**config.mk**
```make
export PLATFORM = sky130hd
export DESIGN_NAME = master_port
export DESIGN_NICKNAME = d
export VERILOG_FILES = /design/src/rtl/bus_pkg.sv /design/src/rtl/bus_timeout_counter.sv /design/src/rtl/master_port.sv
export SDC_FILE = /design/constraint.sdc
export NUM_CORES = 1
export LEC_CHECK = 0
export ABC_AREA = 1
export CAP_MARGIN = 10
export CORE_ASPECT_RATIO = 1.25
export CORE_MARGIN = 2
export CORE_UTILIZATION = 45
export CTS_BUF_LIST = sky130_fd_sc_hd__clkbuf_8
export DETAILED_ROUTE_END_ITERATION = 16
export PLACE_DENSITY_LB_ADDON = 0.3
export SETUP_SLACK_MARGIN = 0.02
export SLEW_MARGIN = 10
export SYNTH_ARGS = -nofsm -noshare
export SYNTH_HDL_FRONTEND = slang
export SYNTH_SLANG_ARGS = --single-unit
```
**constraint.sdc**
```tcl
create_clock -name clk -period 2 [get_ports clk]
set_input_delay 0.5 -clock clk [delete_from_list [all_inputs] [get_ports clk]]
set_output_delay 0.5 -clock clk [all_outputs]
set_load 0.1 [all_outputs]
```
**src/rtl/bus_pkg.sv**
```systemverilog
// rtl/bus_pkg.sv - shared types and constants for the bus master port
package bus_pkg;

    typedef enum logic [2:0] {
        IDLE  = 3'd0,
        ADDR  = 3'd1,
        WDATA = 3'd2,
        RWAIT = 3'd3,
        RDATA = 3'd4,
        RESP  = 3'd5
    } bus_state_t;

    localparam logic MODE_WRITE = 1'b1;
    localparam logic MODE_READ  = 1'b0;

endpackage

```
**src/rtl/bus_timeout_counter.sv**
```systemverilog
// rtl/bus_timeout_counter.sv - saturating watchdog counter with hold and clear
module bus_timeout_counter #(
    parameter int TIMEOUT = 64
) (
    input  logic clk,
    input  logic rstn,
    input  logic enable,
    input  logic hold,
    input  logic clear,
    output logic expired
);

    localparam int CW = $clog2(TIMEOUT + 1);
    localparam logic [CW-1:0] LAST = CW'(TIMEOUT - 1);
    localparam logic [CW-1:0] TOP  = CW'(TIMEOUT);

    logic [CW-1:0] count;
    logic          step;

    // A counted cycle that lands exactly on TIMEOUT is reported in that same
    // cycle so the owner can leave on the following edge.
    always_comb begin
        step    = enable && !hold;
        expired = step && (count == LAST);
    end

    // Wait-cycle counter; clear wins, hold freezes, saturates at TIMEOUT.
    always_ff @(posedge clk or negedge rstn) begin
        if (!rstn) begin
            count <= '0;
        end else if (clear) begin
            count <= '0;
        end else if (step && (count != TOP)) begin
            count <= count + CW'(1);
        end
    end

endmodule

```
**src/rtl/master_port.sv**
```systemverilog
// rtl/master_port.sv - parallel request to serial bus master handshake converter
module master_port
    import bus_pkg::*;
#(
    parameter int ADDR_WIDTH = 16,
    parameter int DATA_WIDTH = 8,
    parameter int TIMEOUT    = 64
) (
    input  logic                  clk,
    input  logic                  rstn,
    input  logic                  req_valid,
    output logic                  req_ready,
    input  logic                  req_mode,
    input  logic [ADDR_WIDTH-1:0] req_addr,
    input  logic [DATA_WIDTH-1:0] req_wdata,
    output logic                  rsp_valid,
    output logic [DATA_WIDTH-1:0] rsp_rdata,
    output logic                  rsp_err,
    output logic                  mode,
    output logic                  wr_bus,
    output logic                  master_valid,
    output logic                  master_ready,
    input  logic                  rd_bus,
    input  logic                  slave_ready,
    input  logic                  slave_valid,
    input  logic                  split
);

    localparam int CNT_W = $clog2((ADDR_WIDTH > DATA_WIDTH) ? ADDR_WIDTH : DATA_WIDTH);
    localparam logic [CNT_W-1:0] LAST_A = CNT_W'(ADDR_WIDTH - 1);
    localparam logic [CNT_W-1:0] LAST_D = CNT_W'(DATA_WIDTH - 1);

    bus_state_t            state, state_nxt;
    logic [CNT_W-1:0]      cnt, cnt_nxt;
    logic                  err_q, err_nxt;
    logic                  mode_q;
    logic [ADDR_WIDTH-1:0] addr_sh;
    logic [DATA_WIDTH-1:0] wdata_sh;
    logic [DATA_WIDTH-1:0] rshift_q;
    logic [DATA_WIDTH-1:0] rdata_q;

    logic load, addr_shift, data_shift, rd_shift, rd_last;
    logic tmo_en, tmo_hold, tmo_expired;

    // Watchdog only runs while waiting for the first address bit or for read
    // data; a split from the slave freezes it without losing the count.
    always_comb begin
        tmo_en   = ((state == ADDR) && (cnt == '0) && !slave_ready) ||
                   ((state == RWAIT) && !slave_valid);
        tmo_hold = (state == RWAIT) && split;
    end

    bus_timeout_counter #(
        .TIMEOUT (TIMEOUT)
    ) u_timeout (
        .clk     (clk),
        .rstn    (rstn),
        .enable  (tmo_en),
        .hold    (tmo_hold),
        .clear   (load),
        .expired (tmo_expired)
    );

    // State register.
    always_ff @(posedge clk or negedge rstn) begin
        if (!rstn) begin
            state <= IDLE;
            cnt   <= '0;
            err_q <= 1'b0;
        end else begin
            state <= state_nxt;
            cnt   <= cnt_nxt;
            err_q <= err_nxt;
        end
    end

    // Next-state, bit counter and datapath strobes.
    always_comb begin
        state_nxt  = state;
        cnt_nxt    = cnt;
        err_nxt    = err_q;
        load       = 1'b0;
        addr_shift = 1'b0;
        data_shift = 1'b0;
        rd_shift   = 1'b0;
        rd_last    = 1'b0;
        case (state)
            IDLE: begin
                if (req_valid) begin
                    load      = 1'b1;
                    cnt_nxt   = '0;
                    err_nxt   = 1'b0;
                    state_nxt = ADDR;
                end
            end
            ADDR: begin
                if (slave_ready) begin
                    addr_shift = 1'b1;
                    if (cnt == LAST_A) begin
                        cnt_nxt   = '0;
                        state_nxt = (mode_q == MODE_WRITE) ? WDATA : RWAIT;
                    end else begin
                        cnt_nxt = cnt + CNT_W'(1);
                    end
                end else if ((cnt != '0) || tmo_expired) begin
                    err_nxt   = 1'b1;
                    state_nxt = RESP;
                end
            end
            WDATA: begin
                if (slave_ready) begin
                    data_shift = 1'b1;
                    if (cnt == LAST_D) begin
                        cnt_nxt   = '0;
                        state_nxt = RESP;
                    end else begin
                        cnt_nxt = cnt + CNT_W'(1);
                    end
                end else begin
                    err_nxt   = 1'b1;
                    state_nxt = RESP;
                end
            end
            RWAIT: begin
                // Arriving data beats a watchdog expiring in the same cycle.
                if (slave_valid) begin
                    cnt_nxt   = '0;
                    state_nxt = RDATA;
                end else if (tmo_expired) begin
                    err_nxt   = 1'b1;
                    state_nxt = RESP;
                end
            end
            RDATA: begin
                if (slave_valid) begin
                    rd_shift = 1'b1;
                    if (cnt == LAST_D) begin
                        rd_last   = 1'b1;
                        cnt_nxt   = '0;
                        state_nxt = RESP;
                    end else begin
                        cnt_nxt = cnt + CNT_W'(1);
                    end
                end
            end
            RESP: begin
                state_nxt = IDLE;
            end
            default: begin
                state_nxt = IDLE;
            end
        endcase
    end

    // Request capture and MSB-first shift registers for the outbound lines.
    always_ff @(posedge clk or negedge rstn) begin
        if (!rstn) begin
            mode_q   <= MODE_READ;
            addr_sh  <= '0;
            wdata_sh <= '0;
        end else if (load) begin
            mode_q   <= req_mode;
            addr_sh  <= req_addr;
            wdata_sh <= req_wdata;
        end else begin
            if (addr_shift) begin
                addr_sh <= {addr_sh[ADDR_WIDTH-2:0], 1'b0};
            end
            if (data_shift) begin
                wdata_sh <= {wdata_sh[DATA_WIDTH-2:0], 1'b0};
            end
        end
    end

    // Read assembly; the visible response only changes when a read completes.
    always_ff @(posedge clk or negedge rstn) begin
        if (!rstn) begin
            rshift_q <= '0;
            rdata_q  <= '0;
        end else begin
            if (rd_shift) begin
                rshift_q <= {rshift_q[DATA_WIDTH-2:0], rd_bus};
            end
            if (rd_last) begin
                rdata_q <= {rshift_q[DATA_WIDTH-2:0], rd_bus};
            end
        end
    end

    // Outputs decoded from registered state only.
    always_comb begin
        req_ready    = (state == IDLE);
        master_valid = (state == ADDR) || (state == WDATA);
        master_ready = (state == RDATA);
        mode         = ((state == IDLE) || (state == RESP)) ? 1'b0 : mode_q;
        wr_bus       = 1'b0;
        if (state == ADDR) begin
            wr_bus = addr_sh[ADDR_WIDTH-1];
        end else if (state == WDATA) begin
            wr_bus = wdata_sh[DATA_WIDTH-1];
        end
        rsp_valid    = (state == RESP);
        rsp_err      = (state == RESP) && err_q;
        rsp_rdata    = rdata_q;
    end

endmodule

```
After elaboration in Yosys (flattened, before gate mapping):

Cells that the tools add are included.

* register bits: 55
* input port bits: 32
* output and inout port bits: 15

* add/sub/neg operators: 2
* equality and inequality tests: 22
* muxes and demuxes: 45
* reductions and logical operators: 26

Operator list (count)
* 16-bit 2-to-1 mux: 2
* 4-bit 2-to-1 mux: 7
* 3-bit 2-to-1 mux: 9
* 1-bit 2-to-1 mux: 20
* 4-bit one-hot mux with 5 select lines: 1
* 8-bit 2-to-1 mux: 2
* 2-bit != test (second input constant): 8
* 3-bit one-hot mux with 5 select lines: 1
* 7-bit 2-to-1 mux: 2
* 1-bit logical AND: 8
* 4-bit nonzero test: 2
* 7-bit by 1-bit adder with 7-bit output (second input constant): 1
* 7-bit by 6-bit equality test with 1-bit output (second input constant): 1
* 7-bit != test (second input constant): 1
* 7-bit AND reduction: 1
* 3-bit by 2-bit equality test with 1-bit output (second input constant): 2
* 3-bit equality test (second input constant): 2
* 3-bit by 2-bit != test with 1-bit output (second input constant): 2
* 6-bit AND reduction: 1
* 2-bit nonzero test: 3
* 5-bit AND reduction: 1
* 5-bit nonzero test: 1
* 4-bit by 1-bit adder with 4-bit output (second input constant): 1
* 4-bit by 3-bit equality test with 1-bit output (second input constant): 1
* other kinds (9): 15

Depth between registers and ports, before layout:

* depth in word-level cells: 10
* gate-level depth with buffers: 11
* mapped depth without buffers: 11

Hierarchy:

Synthesis repeated with hierarchy kept, for this count alone.

* cells, all modules: 401
* area, all modules: 3130.5 um2

Modules (own cells, without submodules)
* master_port: times used 1, cells each 338, area each 2658.8 um2, seq. area each 1201.2 um2
* bus_timeout_counter: times used 1, cells each 63, area each 471.7 um2, seq. area each 175.2 um2

Worst setup path before layout:

OpenSTA, ideal clock, no wires.

* path type: register to output
* start point: reg state[2]
* end point: out mode
* arrival time: 3194 ps
* setup slack: -1694 ps
* stages on the path, launching flop included: 4
* buffers on the path: 0
* cells stage by stage: dfrtp_1 inv_4 nor2_1 nor3_1

* longest elaborated chain between the ends: 3
* elaborated cells between the ends (all ways): 4
* classes of those cells: eq/ne: 1; mux: 1; reduce/logical: 2

RTL lines
* from (decl): RTL line master_port.sv:33 `bus_state_t state, state_nxt;`
* from (signal assigned): RTL line master_port.sv:71 `state <= state_nxt;`
* 3-bit equality test
* net rsp_valid: RTL line master_port.sv:16 `output logic rsp_valid,`
* 1-bit logical OR: RTL line master_port.sv:195 `mode = ((state == IDLE) || (state == RESP)) ? 1'b0 : mode_q;`
* 1-bit 2-to-1 mux: RTL line master_port.sv:195
* to (decl): RTL line master_port.sv:19 `output logic mode,`

The timed path passes the listed nets, and every way through them passes these cells.

Worst setup path in the final report:

* start point: reg state[0]
* end point: out wr_bus

* longest elaborated chain between the ends: 3
* elaborated cells between the ends (all ways): 4
* classes of those cells: eq/ne: 2; mux: 2

RTL lines
* 3-bit by 2-bit equality test with 1-bit output: RTL line master_port.sv:199 `end else if (state == WDATA) begin`
* 1-bit 2-to-1 mux: RTL line master_port.sv:199
* 1-bit 2-to-1 mux *: RTL line master_port.sv:197 `if (state == ADDR) begin`
* to (decl): RTL line master_port.sv:20 `output logic wr_bus,`

Every way passes the cells marked *; elsewhere a longest branch is shown, timed or not.

==> impl_metrics.env <==
export IMPL_run_status="complete, no violations"
export IMPL_crit_path_end_kind="primary output"
export IMPL_syn_nets=357
export IMPL_width_of_the_die_um=74.7
export IMPL_yosys_cell_types_count=34
export IMPL_placementRows=32
export IMPL_grt_start_max_net_pins=56
export IMPL_ctsHtreeMaxLevel=2
export IMPL_slew_at_the_pin_closest_to_its_max_slew_limit_ns=0.290
export IMPL_core_area_mm2=0.00613
export IMPL_seq_area_frac_synth=0.489
export IMPL_clock_tree_sinks=55
export IMPL_sequential_cell_area_mm2=0.00138
export IMPL_detailedRoute_firstPassIterationCount=4
export IMPL_route_final_wire_length_um=5710
export IMPL_drtAntennaViolNets=0
export IMPL_synth_area_mux_share=0.0120
export IMPL_syn_cell_area_mm2=0.00281
export IMPL_synthCells=321
export IMPL_worst_r2r_startpoint="state[2]"
export IMPL_setup_viol=0
export IMPL_tns_ns=0
export IMPL_yosysWarnings=0
export IMPL_clock_path_buffers=2
export IMPL_period_minus_slack_ns=1.95
export IMPL_maxCapViolations=0
export IMPL_cp_start_kind="flop"
export IMPL_groute_usage_overall=0.189
export IMPL_static_leakage_power_nw=1.72
export IMPL_layout_filler_cells=527
export IMPL_detailroute_wirelength_met3_um=223
export IMPL_critical_path_n_buffers_inverters=2
export IMPL_initial_utilization=0.459
export IMPL_route_layer_met1_wl_um=2550
export IMPL_clock_insertion_delay_at_the_later_pin_of_the_skew_report_ns=0.31
export IMPL_top_reg_cell_synth="sky130_fd_sc_hd__dfrtp_1"
export IMPL_worstRegToRegCells=11
export IMPL_crit_slowest_cell="sky130_fd_sc_hd__dfrtp_2"
export IMPL_area_growth_syn_to_layout_pct=32.9
export IMPL_worst_ep_required_time_ns=1.50
export IMPL_wl_per_cell_um=12.3
export IMPL_antenna_cells=0
export IMPL_synth_edf_count=0
export IMPL_power_density_cell_area_mw_per_mm2=1440
export IMPL_final_min_period_over_clock_period=0.973
export IMPL_grt_setup_unrepaired="yes"
export IMPL_yosys_area_share_xor_xnor=0.00934
export IMPL_highest_layer="met4"
export IMPL_final_max_slew_violation_count=0
export IMPL_slew_limit_headroom=0.807
export IMPL_synth_compound_area_frac=0.165
export IMPL_multiInputGateArea_mm2=0.00122
export IMPL_rr_endpoint="state[0]"
export IMPL_synth_top_family_by_area="simple AND/OR/NAND/NOR gates"
export IMPL_floorplan_die_height_um=92.4
export IMPL_per_instance_average_area_after_synthesis_um2=8.77
export IMPL_hold_path_class="in -> async"
export IMPL_hpwl_um=4180
export IMPL_timing_final_hold_violations=0
export IMPL_postSynthRegisterBits=55
export IMPL_gp_congestion=0.849
export IMPL_slack_of_the_worst_reg_to_reg_path_ns=0.36
export IMPL_worst_ir_drop_vdd_mv=0.838
export IMPL_totalPowerFinal_mw=5.38
export IMPL_detail_route_drc_violations=0
export IMPL_place_port_buffers=46
export IMPL_post_synth_and_or_nand_nor_area_fraction=0.208
export IMPL_vias_per_cell=4.97
export IMPL_numCtsBuffers=5
export IMPL_synthArstFlopShare=1.00
export IMPL_synth_adder_area_share=0.0178
export IMPL_timing_critical_path_max_delay_family="flip-flops"
export IMPL_crit_arrival_ns=1.45
export IMPL_crit_type="reg -> out"
export IMPL_first_iter_violations=130
export IMPL_crit_chain="nor3_4, inv_2, o22ai_4, buf_12"
export IMPL_boundaryPins=47
export IMPL_fp_dieArea_mm2=0.00691
export IMPL_worst_setup_hold_path_clk_slew_ns=0.10
export IMPL_grt_antenna_before_repair=0
export IMPL_critical_path_max_stage_delay_ns=0.48
export IMPL_final_setup_skew_ns=0.00502
export IMPL_first_pass_grt_wire_length_um=10200
export IMPL_worstPathMaxFanout=5
export IMPL_tritoncts_clock_tree="yes"
export IMPL_ctsRootBufferMaster="sky130_fd_sc_hd__clkbuf_8"
export IMPL_number_of_vias_after_detailed_routing=2309
export IMPL_routed_length_on_met2_um=2840
export IMPL_first_global_vias=2332
export IMPL_fmax_ghz=0.514
export IMPL_nets=415
export IMPL_final_layout_size_suffix_gt1_frac=0.211
export IMPL_grt_overflow_total=0
==> cell families after synthesis <==
logic type | count (synthesis)
multiplexers | 3
AND/OR/NAND/NOR | 113
buffers and inverters | 66
flip-flops | 55
AO/OA/AOI/OAI | 77
adder cells (fa/ha/maj) | 4
XOR/XNOR | 3
==> sequential cells by signal (all words and copies together) (netlist names) <==
register	flops
addr_sh	16
cnt	4
err_q	1
mode_q	1
rshift_q	7
rsp_rdata	8
state	3
u_timeout.count	7
wdata_sh	8
==> stage by stage <==
stage	setup slack (ns)	util	std cells	cell area (um2)	hold slack, ns
after floorplan	-0.326	-	321	2860	0.204
after global placement	0.0960	0.588	453	3600	0.459
after detailed placement	0.0629	0.588	453	3600	0.469
after CTS	0.0241	0.606	463	3710	0.181
after global routing	-0.0314	0.610	465	3740	0.191
final	0.0542	0.610	465	3740	0.168
==> routing by layer <==
layer,GRT usage,vias to the layer above
met3,0.0435,9
met1,0.242,1086
met2,0.307,40
met4,0.0699,0
li1,-,1174
met5,0,-
==> report_power, final <==
group	leakage (nW)	switching [mW]	total, mW	internal, mW
clock	0.0511	0.360	0.604	0.244
sequential	0.708	0.205	1.72	1.51
combinational	0.959	1.95	3.06	1.11
total	1.72	2.52	5.38	2.86
==> placed cells by master (no fill, tap or decap) <==
cell type,netlist,layout
sky130_fd_sc_hd__dfrtp_1,55,53
sky130_fd_sc_hd__nand2_1,52,51
sky130_fd_sc_hd__inv_1,49,50
sky130_fd_sc_hd__clkdlybuf4s50_1,0,30
sky130_fd_sc_hd__o21ai_0,29,29
sky130_fd_sc_hd__buf_12,0,17
sky130_fd_sc_hd__nor2_1,17,16
sky130_fd_sc_hd__o221ai_1,15,15
sky130_fd_sc_hd__a21oi_1,14,14
sky130_fd_sc_hd__o21ai_1,11,11
sky130_fd_sc_hd__buf_4,2,11
sky130_fd_sc_hd__nand3_1,11,10
sky130_fd_sc_hd__nand2_2,8,9
sky130_fd_sc_hd__inv_2,8,8
sky130_fd_sc_hd__nor2_4,4,5
sky130_fd_sc_hd__nand4_1,5,5
sky130_fd_sc_hd__nor3_1,6,5
sky130_fd_sc_hd__clkbuf_8,0,5
sky130_fd_sc_hd__ha_1,4,4
sky130_fd_sc_hd__nand2_4,3,3
sky130_fd_sc_hd__nand3_2,2,3
sky130_fd_sc_hd__xor2_1,3,3
sky130_fd_sc_hd__o31ai_1,3,3
sky130_fd_sc_hd__mux2_2,3,3
sky130_fd_sc_hd__inv_4,1,2
sky130_fd_sc_hd__nor3_4,0,2
sky130_fd_sc_hd__o21ai_2,2,2
sky130_fd_sc_hd__dfrtp_2,0,2
sky130_fd_sc_hd__nor2_8,1,1
sky130_fd_sc_hd__nor3b_4,0,1
sky130_fd_sc_hd__o22ai_4,0,1
sky130_fd_sc_hd__nor2_2,1,1
sky130_fd_sc_hd__nand3_4,1,1
sky130_fd_sc_hd__a21oi_2,1,1
sky130_fd_sc_hd__o31a_1,1,1
sky130_fd_sc_hd__inv_6,0,1
sky130_fd_sc_hd__buf_2,3,1
==> worst register-to-register path, delay by kind of cell, from the launching register on <==
kind,cells,cell delay (ns)
buffers and inverters,3,0.28
flip-flops,1,0.47
AND/OR/NAND/NOR,8,0.80
==> final cells by class <==
class                      instances  share of cell area
sequential                        55               0.369
multi-input combinational        200               0.326
timing repair buffer              59               0.195
inverter                          58              0.0596
tap                               85              0.0284
clock buffer                       5              0.0184
clock inverter                     3             0.00435
==> cell usage after synthesis, types with 2 or more instances <==
| master | count | share of area |
|---|---|---|
| sky130_fd_sc_hd__a21oi_1 | 14 | 0.025 |
| sky130_fd_sc_hd__buf_2 | 3 | 0.0053 |
| sky130_fd_sc_hd__buf_4 | 2 | 0.0053 |
| sky130_fd_sc_hd__buf_6 | 2 | 0.0080 |
| sky130_fd_sc_hd__dfrtp_1 | 55 | 0.49 |
| sky130_fd_sc_hd__ha_1 | 4 | 0.018 |
| sky130_fd_sc_hd__inv_1 | 49 | 0.065 |
| sky130_fd_sc_hd__inv_2 | 8 | 0.011 |
| sky130_fd_sc_hd__mux2_2 | 3 | 0.012 |
| sky130_fd_sc_hd__nand2_1 | 52 | 0.069 |
| sky130_fd_sc_hd__nand2_2 | 8 | 0.018 |
| sky130_fd_sc_hd__nand2_4 | 3 | 0.012 |
| sky130_fd_sc_hd__nand3_1 | 11 | 0.020 |
| sky130_fd_sc_hd__nand3_2 | 2 | 0.0071 |
| sky130_fd_sc_hd__nand4_1 | 5 | 0.011 |
| sky130_fd_sc_hd__nor2_1 | 17 | 0.023 |
| sky130_fd_sc_hd__nor2_4 | 4 | 0.016 |
| sky130_fd_sc_hd__nor3_1 | 6 | 0.011 |
| sky130_fd_sc_hd__o21ai_0 | 29 | 0.052 |
| sky130_fd_sc_hd__o21ai_1 | 11 | 0.020 |
| sky130_fd_sc_hd__o21ai_2 | 2 | 0.0062 |
| sky130_fd_sc_hd__o221ai_1 | 15 | 0.047 |
| sky130_fd_sc_hd__o31ai_1 | 3 | 0.0080 |
| sky130_fd_sc_hd__xor2_1 | 3 | 0.0093 |
==> worst max path at each step <==
| stage | startpoint | to | slack, ns | cells after the start |
|---|---|---|---|---|
| after CTS | state[0] | wr_bus | 0.02 | 4 |
| after global routing | state[0] | wr_bus | -0.03 | 4 |
| after detailed placement | slave_ready | u_timeout.count[4] | 0.06 | 9 |
| final | state[0] | wr_bus | 0.05 | 4 |
| after global placement | slave_valid | cnt[3] | 0.1 | 10 |
| after floorplan | state[2] | mode | -0.33 | 3 |
==> repair_timing <==
action,4_1_cts,5_1_grt
hold buffers,0,0
gates resized for setup,4,3
pin swaps,0,2
buffers inserted,2,2
setup endpoints to repair,5,4
Note: power is estimated with default switching activity, not from simulation.
